--- config.mk ---
export PLATFORM = sky130hd
export DESIGN_NAME = enc16_4_pend
export DESIGN_NICKNAME = d
export VERILOG_FILES = /design/src/rtl/enc16_4_pend.sv
export SDC_FILE = /design/constraint.sdc
export NUM_CORES = 1
export LEC_CHECK = 0
export ABC_AREA = 1
export ABC_CLOCK_PERIOD_IN_PS = 1500
export CORE_MARGIN = 2
export CORE_UTILIZATION = 40
export DETAILED_ROUTE_END_ITERATION = 10
export DONT_BUFFER_PORTS = 1
export GPL_TIMING_DRIVEN = 0
export PLACE_DENSITY = 0.55
export RECOVER_POWER = 100
export SYNTH_ARGS = -nofsm -noshare
export SYNTH_HDL_FRONTEND = slang
export SYNTH_SLANG_ARGS = --single-unit
--- constraint.sdc ---
create_clock -name clk -period 1.5 [get_ports clk]
set_clock_uncertainty 0.2 [all_clocks]
set_input_delay 0.225 -clock clk [delete_from_list [all_inputs] [get_ports clk]]
set_output_delay 0.225 -clock clk [all_outputs]
set_load 0.1 [all_outputs]
--- src/rtl/enc16_4_pend.sv ---
// Registered 16-to-4 priority encoder with a pending-request latch and a
// valid/ack handshake on the presented index.
module enc16_4_pend #(
  parameter int unsigned N = 16,
  parameter int unsigned W = 4
) (
  input  logic         clk,
  input  logic         rst_n,
  input  logic         en,
  input  logic [N-1:0] D,
  input  logic         ack,
  output logic [W-1:0] I,
  output logic         valid,
  output logic [N-1:0] pend,
  output logic         ovf
);

  typedef enum logic {
    ST_IDLE,
    ST_PRESENT
  } state_e;

  state_e       state_q, state_d;
  logic [N-1:0] pend_q, pend_d;
  logic [W-1:0] i_q, i_d;
  logic         valid_q, valid_d;
  logic         ovf_q, ovf_d;

  logic [N-1:0] set_c;
  logic [N-1:0] clr_c;
  logic [W-1:0] top_idx_c;

  // Highest-index pending bit; later iterations override earlier ones.
  always_comb begin
    top_idx_c = '0;
    for (int unsigned k = 0; k < N; k++) begin
      if (pend_q[k]) top_idx_c = W'(k);
    end
  end

  // Pending update, sticky overflow and presentation FSM.
  always_comb begin
    state_d = state_q;
    i_d     = i_q;
    valid_d = valid_q;
    set_c   = en ? D : '0;
    clr_c   = '0;

    if (state_q == ST_PRESENT && ack) clr_c = N'(1) << i_q;

    // A set on the bit being cleared counts as a fresh request, not overflow.
    pend_d = (pend_q & ~clr_c) | set_c;
    ovf_d  = ovf_q | (|(set_c & pend_q & ~clr_c));

    unique case (state_q)
      ST_IDLE: begin
        if (|pend_q) begin
          i_d     = top_idx_c;
          valid_d = 1'b1;
          state_d = ST_PRESENT;
        end
      end
      ST_PRESENT: begin
        if (ack) begin
          valid_d = 1'b0;
          state_d = ST_IDLE;
        end
      end
      default: begin
        valid_d = 1'b0;
        state_d = ST_IDLE;
      end
    endcase
  end

  always_ff @(posedge clk or negedge rst_n) begin
    if (!rst_n) begin
      state_q <= ST_IDLE;
      pend_q  <= '0;
      i_q     <= '0;
      valid_q <= 1'b0;
      ovf_q   <= 1'b0;
    end else begin
      state_q <= state_d;
      pend_q  <= pend_d;
      i_q     <= i_d;
      valid_q <= valid_d;
      ovf_q   <= ovf_d;
    end
  end

  assign I     = i_q;
  assign valid = valid_q;
  assign pend  = pend_q;
  assign ovf   = ovf_q;

endmodule

==> run summary <==
## Run status
* complete, but fails checks — run status
* negative hold slack, negative setup slack — failing checks

## CTS
* 2 — CTS max path bufs
* clkbuf_4 — master cell of the clock root buffer
* 310 ps — worst-skew pair later-pin latency
* 3 — clock buffers created by TritonCTS
* yes — clock tree from TritonCTS
* 130 ps — register clock-pin slew on the reported worst setup and hold paths
* 1 — H-tree Lvls
* 23 — clock sink count

## Logic synthesis
* 1330 um^2 — Post-Synthesis Cell Area
* 23 — post-synthesis register bit count
* 0 — Yosys warning total
* 26 — Netlist cell types
* 43.4% — sequential area share after synthesis
* 176 — number of instances in the synthesized netlist
* 7.54 um^2 — Syn Area/Cell
* 196 — syn_nets

## Timing
* -48.1 ps — Min Hold Slack
* 1900 ps — final critical delay including setup and external delays
* 15.3% — remaining max-slew budget at the tightest pin
* 20 — final-report setup violation count
* 1270 ps — Worst Max-Slew Pin Slew
* -2850 ps — total negative slack
* 23 — Final Hold Viols
* true — unrepaired setup endpoints after global routing
* -399 ps — Final WS setup
* 0 — Final Max Tran Viols
* 127% — Final Cycle Share
* 527 MHz — timing-limited maximum frequency

## GRT
* 0 — total congestion overflow after global routing
* 1246 — via count of the first global-routing pass
* 0 — initial antenna violation count
* 24 — pin count of the biggest net entering global routing
* 5.65 mm — wire length of the first global-routing pass
* 20.5% — Tot GR Track Use

## Setup path
* I[1]$_DFFE_PN0P_ — launch point of the critical path
* register to register — classification of the worst setup path
* 8 — crit-path max FO
* 650 ps — critical path's largest stage delay
* register — crit path capture type
* I[1]$_DFFE_PN0P_ — start of the worst register-to-register path
* register — Worst setup SP type
* 1890 ps — arrival time of data at the critical path endpoint
* buf_12 > nand3_1 > inv_2 > nand2_1 > nand2_2 > nor2_1 > nor4_2 > nand3_1 — crit path cell chain
* nand3_1 — Top cell by count, worst path
* 1490 ps — worst endpoint required time
* dfrtp_4 — critical-path cell with the highest stage delay

## Detailed routing
* 0 — Antenna Nets Post-Route
* 3.62 mm — total wirelength of the detailed-routed design
* 1237 — vias post-DR
* 0 — DRC violation count after routing
* 4.97 — detail-routed via count per cell
* 14.5 um — mean routed wirelength per cell
* 68 — DRC marker count from the first detailed-route iteration
* 4 — DRT Pass-1 Iters

## Hold path
* input port to asynchronous set/reset pin — path category of the worst min-delay check

## Cells and area
* 249 — number of non-filler instances in the completed layout
* 0 — diode count
* 42.4% — share of layout cells above drive strength 1
* 226 — final layout net count
* 653 um^2 — area taken by flip-flops and latches
* 783 um^2 — multi-input logic area
* 43.7% — synthesis-to-layout area growth
* nand2_1 — most frequent standard cell in the layout excluding fill and tap cells
* 305 — number of fill cells in the layout
* nand2_1 (50), dfrtp_4 (20), dlygate4sd3_1 (19), inv_1 (14) — commonest cells after routing, fill and taps aside
* 1910 um^2 — fin area

## Pwr
* 1670 nW/um^2 — power density relative to cell area
* 0.857 mV — Max IR drop VDD
* 0.824 nW — Leak

## Floorplanning
* 42.8% — initial cell density of the core
* 3800 um^2 — area of the die
* 61.6 um — height of the die
* 3100 um^2 — Std-Cell Core Area
* 61.6 um — width of the die
* 42 — IO Pins
* 20 — Placement Rows

## Place
* 0 — PortBufs
* 220 — cell total after placement
* 0.807 — final weighted congestion in routability-driven placement
* 2.64 mm — HPWL after detailed placement
* 1520 um^2 — post-placement cell area

## Flow run
* 0 — number of maximum-capacitance constraint violations

[final timing paths]
| check | slack (ps) | end | cells past startpoint |
|---|---|---|---|
| worst max-delay path | -400 | ovf$_DFF_PN0_ | 8 |
| worst min-delay path | -50 | pend[9]$_DFF_PN0_ | 1 |
| worst max register to register | -400 | ovf$_DFF_PN0_ | 8 |
| worst min register to register | 470 | state_q$_DFF_PN0_ | 2 |
| max in group asynchronous | 240 | pend[3]$_DFF_PN0_ | 1 |
| min in group clk | 10 | ovf$_DFF_PN0_ | 4 |
[sequential cells by signal, summed over array words and instances (netlist names)]
signal and cells:
ovf 1, I 4, valid 1, pend 16, state_q 1
[metrics by stage]
stage	util, %	total power [mW]	setup slack [ps]	hold slack, ps
3_3_place_gp	48.9	2.55	-459	-270
6_report	61.5	3.19	-399	-48.1
2_1_floorplan	-	2.41	-243	-271
5_1_grt	61.5	3.37	-521	8.64
3_5_place_dp	48.9	2.56	-450	-270
4_1_cts	58.1	2.99	-457	5.25
[worst max-delay path, delay by kind of cell, from the launching register on]
kind          cells  cell delay [ps]
buf+inv           2              270
simple gates      6              660
flops             1              650
[cells by family after synthesis]
| family | after synthesis | synth area share [%] |
|---|---|---|
| AND/OR/NAND/NOR | 97 | 35.8 |
| buffers and inverters | 30 | 9.05 |
| AO/OA/AOI/OAI | 26 | 11.8 |
| flip-flops | 23 | 43.4 |
[per-layer routing]
metal,GRT usage [%],part of all wire [%],routed length [um],up-vias
met1,27.2,44,1610,582
met4,5.17,0.88,32,0
met5,0,0,0,-
li1,-,-,-,622
met2,33.7,50,1810,29
met3,4.83,4.6,168,4
[power breakdown]
| part | internal [mW] | switching [mW] | leakage (nW) |
|---|---|---|---|
| clock | 0.104 | 0.194 | 0.0150 |
| sequential | 0.817 | 1.12 | 0.215 |
| combinational | 0.385 | 0.568 | 0.593 |
| total | 1.31 | 1.89 | 0.824 |
[cells in the mapped netlist, drive strengths merged]
library cell / n / area (um^2)
dfrtp: 23 / 576
a22o: 1 / 8.76
buf: 1 / 7.51
o21ai: 11 / 58.8
nor3: 9 / 71.3
nand2: 60 / 235
inv: 27 / 101
clkbuf: 2 / 11.3
o2111ai: 1 / 8.76
nand3: 12 / 60.1
a21oi: 6 / 30.0
nor2: 11 / 65.1
a31oi: 2 / 12.5
nand4: 3 / 18.8
a21o: 5 / 37.5
nor4: 2 / 25.0
[final cells by class]
type / count / share of cell area (%)
multi-input cells: 123 / 41.0
repair buffers: 25 / 12.3
well taps: 44 / 2.89
clock buffers: 4 / 1.38
inverters: 27 / 6.49
flip-flops and latches: 23 / 34.2
plain buffers: 3 / 1.64
[repair_timing]
action / in CTS / in global routing
hold buffers: 19 / 1
pin swaps: 3 / 7
resized for setup: 15 / 29
setup endpoints to repair: 24 / 47
buffers inserted: 2 / 3
hold endpoints to repair: 42 / 1
Note: power is estimated with default switching activity, not from simulation.
==> patch 1: new RTL, same settings <==
The parameter `W` goes from 4 to 3.
--- a/src/rtl/enc16_4_pend.sv
+++ b/src/rtl/enc16_4_pend.sv
@@ -2,7 +2,7 @@
 // valid/ack handshake on the presented index.
 module enc16_4_pend #(
   parameter int unsigned N = 16,
-  parameter int unsigned W = 4
+  parameter int unsigned W = 3
 ) (
   input  logic         clk,
   input  logic         rst_n,
Interface: changed (resized I); port bits go from 42 to 41. No check against the original RTL was run, so the function may have changed too.
==> patch 1 against the original RTL <==
The run still ends with negative hold slack, negative setup slack left. Fmax rose by 2.5%. Via count is 14% lower. Routed wire length decreased by 21%. Cell area is 20% lower. Setup slack gained 47 ps. Synthesized area down 13%. Sequential cell count fell by 1. Count of clock-buffer cells in the layout did not move.
Power is not compared: it rests on default switching activity, and its combinational part moved more than twofold at a synthesized area within 25%.
==> patch 1: results (changes against the original RTL) <==
sta:
  whs_ps: -81.4  # was -48.1 ps
  worst_slack_ps: -352  # was -399 ps
  max_slew.worst_pin.slew_ps: 1170  # was 1270 ps
  setup-tns-final_ps: -1850  # was -2850 ps
  final_hold_viol_count: 22  # was 23
  setup_viol: 7  # was 20
placement:
  dpl_worst_slack_ps: -381  # was -450 ps
  hpwl_mm: 2.10  # was 2.64 mm
  gp_congestion: 0.836  # was 0.807
  placed_cells: 181  # was 220
  placed_cell_area_sq_um: 1250  # was 1520 sq um
clock_network:
  postCtsSetupBuffers: 1  # was 2
  cts_resized: 8  # was 15
yosys:
  synth_compound_area_frac: 0.103  # was 0.118
  synthTopCellsByArea: "dfrtp_1 (48%), nand2_1 (13%), inv_1 (8.1%)"  # was dfrtp_1 (43%), nand2_1 (16%), inv_1 (5.9%)
  ys_seq_area_frac: 0.478  # was 0.434
  syn_nets: 170  # was 196
  yosys-top-cells-count: "nand2_1 (40), inv_1 (25), dfrtp_1 (22), o21ai_0 (11)"  # was nand2_1 (58), dfrtp_1 (23), inv_1 (21), nand3_1 (12), nor2_1 (9)
layout:
  nets: 195  # was 226
  final_layout_size_suffix_gt1_frac: 0.293  # was 0.424
global_route:
  grt_pass1_wl_mm: 4.52  # was 5.65 mm
  use_met3: 0.0469  # was 0.0483
  grt_util_met2: 0.312  # was 0.337
  grt_max_degree: 23  # was 24
  track_usage: 0.173  # was 0.205
routing:
  drtIter0Drc: 55  # was 68
worst_setup_path:
  critPathMaxFanout: 5  # was 8
  startpoint: "pend[5]"  # was I[1]
  r2r_cells: 7  # was 8
  reg2reg_from: "pend[5]"  # was I[1]
status:
  status: "finished with violations"  # unchanged
  violations: "negative hold slack, negative setup slack"  # unchanged
power:
  p_total_mw: 1.35
patch 1: worst max path at each step:
| stage | slack (ps) | cells after the start | endpoint |
|---|---|---|---|
| 3_3_place_gp | -430 | 6 | ovf |
| 4_1_cts | -380 | 6 | ovf |
| 6_report | -350 | 7 | I[2] |
| 2_1_floorplan | -170 | 8 | I[2] |
| 3_5_place_dp | -380 | 6 | ovf |
| 5_1_grt | -460 | 15 | I[0] |
patch 1: layout make-up:
type                       count  area (sq um)
inverter                      28           110
tap                           31          38.8
sequential                    22           622
multi-input combinational     98           536
buffer                         2          8.76
timing repair buffer          20           189
fill                         270          1230
clock buffer                   4          26.3
patch 1: layer usage:
layer / up-vias / part of all wire
met5: - / 0
met4: 0 / 0.013
met3: 4 / 0.063
met2: 34 / 0.50
met1: 495 / 0.42
li1: 533 / -
patch 1: critical path: cells and delay by family (launching register included):
family / cells / cell delay, ps
AND/OR/NAND/NOR: 5 / 670
flip-flops: 1 / 660
AO/OA/AOI/OAI: 1 / 180
buffers and inverters: 1 / 60
==> patch 2: new RTL, same flow settings <==
Without the edit above. `i_q` no longer has a reset.
--- a/src/rtl/enc16_4_pend.sv
+++ b/src/rtl/enc16_4_pend.sv
@@ -77,16 +77,18 @@
     if (!rst_n) begin
       state_q <= ST_IDLE;
       pend_q  <= '0;
-      i_q     <= '0;
       valid_q <= 1'b0;
       ovf_q   <= 1'b0;
     end else begin
       state_q <= state_d;
       pend_q  <= pend_d;
-      i_q     <= i_d;
       valid_q <= valid_d;
       ovf_q   <= ovf_d;
     end
+  end
+
+  always_ff @(posedge clk) begin
+    i_q <= i_d;
   end
 
   assign I     = i_q;
Check against the original RTL: differs if rst_n is asserted again (counterexample within 4 cycles, from zero or initial values and one cycle with rst_n low); with rst_n held inactive, the same outputs for 10 cycles.
==> patch 2 against the original RTL <==
The flow still finishes with violations (negative hold slack, negative setup slack). Sequential share of layout area increased by 3.5 points. Cell area decreased by 8.8%. Non-clock buffer count decreased by 2. Global-route usage increased by 0.39 points. Core utilization decreased by 4.0 points. Count of clock-buffer cells in the layout unchanged. Sequential cell count unchanged. Power decreased by 35%. Sequential power decreased by 33%. Routed wire length decreased by 7.1%. Synthesized area decreased by 4.1%. Setup slack got worse by 530 ps. Largest power group unchanged.
==> patch 2: results (changes against the original RTL) <==
status:
  status: "finished with violations"  # unchanged
  violations: "negative hold slack, negative setup slack"  # unchanged
yosys:
  synthArstFlopShare: 0.826  # was 1.00
  netlist_instances: 172  # was 176
  synth_edf_count: 4  # was 0
  yosys-top-cells-count: "nand2_1 (62), inv_1 (24), dfrtp_1 (19), nor2_1 (14), nand3_1 (9)"  # was nand2_1 (58), dfrtp_1 (23), inv_1 (21), nand3_1 (12), nor2_1 (9)
sta:
  worst_slack_ps: -925  # was -399 ps
  final_hold_viol_count: 20  # was 23
  setup_viol: 32  # was 20
  whs_ps: -116  # was -48.1 ps
worst_setup_path:
  cp.arrival_ps: 2430  # was 1890 ps
  crit_path_top_delay_cell: "edfxtp_1"  # was dfrtp_4
  max_stage_delay_ps: 1210  # was 650 ps
power:
  leakagePower_nw: 0.770  # was 0.824 nW
  p_sw_frac: 0.487  # was 0.591
placement:
  hpwl_mm: 2.44  # was 2.64 mm
  dpl_worst_slack_ps: -896  # was -450 ps
  placed_cells: 216  # was 220
  placed_cell_area_sq_um: 1410  # was 1520 sq um
layout:
  final_layout_size_suffix_gt1_frac: 0.300  # was 0.424
  final_cells: 244  # was 249
  fill_cells: 298  # was 305
global_route:
  use_met3: 0.0341  # was 0.0483
  track_usage: 0.209  # was 0.205
  grt_util_met2: 0.348  # was 0.337
routing:
  drtIter0Drc: 34  # was 68
  post_drt_wl_per_cell_um: 13.8  # was 14.5 um
  viasPerCell: 4.91  # was 4.97
## patch 2: how the worst max path moves through the flow
stage	depth (start not counted)	slack (ps)	end
2_1_floorplan	7	-600	ovf
3_5_place_dp	9	-900	ovf
6_report	8	-930	ovf
3_3_place_gp	9	-870	ovf
4_1_cts	9	-900	ovf
5_1_grt	9	-1110	ovf
## patch 2: routing by layer
| layer | vias to the layer above | routed length, um |
|---|---|---|
| met5 | - | 0 |
| met4 | 0 | 15 |
| met3 | 2 | 128 |
| met2 | 25 | 1730 |
| met1 | 568 | 1490 |
| li1 | 602 | - |
## patch 2: cell type report
type | instances | share of cell area
multi-input cells | 122 | 0.384
flip-flops and latches | 23 | 0.377
repair buffers | 24 | 0.132
inverters | 25 | 0.0539
well taps | 44 | 0.0316
clock buffers | 4 | 0.0151
plain buffers | 2 | 0.00647
## patch 2: cell families after synthesis
kind of cell | count (synthesis)
AO/OA/AOI/OAI | 18
AND/OR/NAND/NOR | 104
buffers and inverters | 27
flip-flops | 23
## patch 2: timing repair
| item | 4_1_cts | 5_1_grt |
|---|---|---|
| pin swaps | 8 | 8 |
| endpoints found under the hold margin | 38 | 19 |
| gates resized for setup | 17 | 13 |
| setup endpoints to repair | 33 | 39 |
| buffers inserted | 4 | 1 |
## patch 2: worst max-delay path: cells and delay by family (launching register included)
kind                   cells  cell delay (ps)
DFF                        1             1210
and+or+nand+nor            7              710
buffers and inverters      1              200
## patch 2: power groups by stage
stage | Clock, mW | Combinational, mW | Sequential (mW)
after floorplan | 0 | 0.277 | 1.27
after global placement | 0 | 0.325 | 1.30
after detailed placement | 0 | 0.330 | 1.30
after CTS | 0.297 | 0.447 | 1.30
after global routing | 0.326 | 0.549 | 1.32
final | 0.289 | 0.495 | 1.30
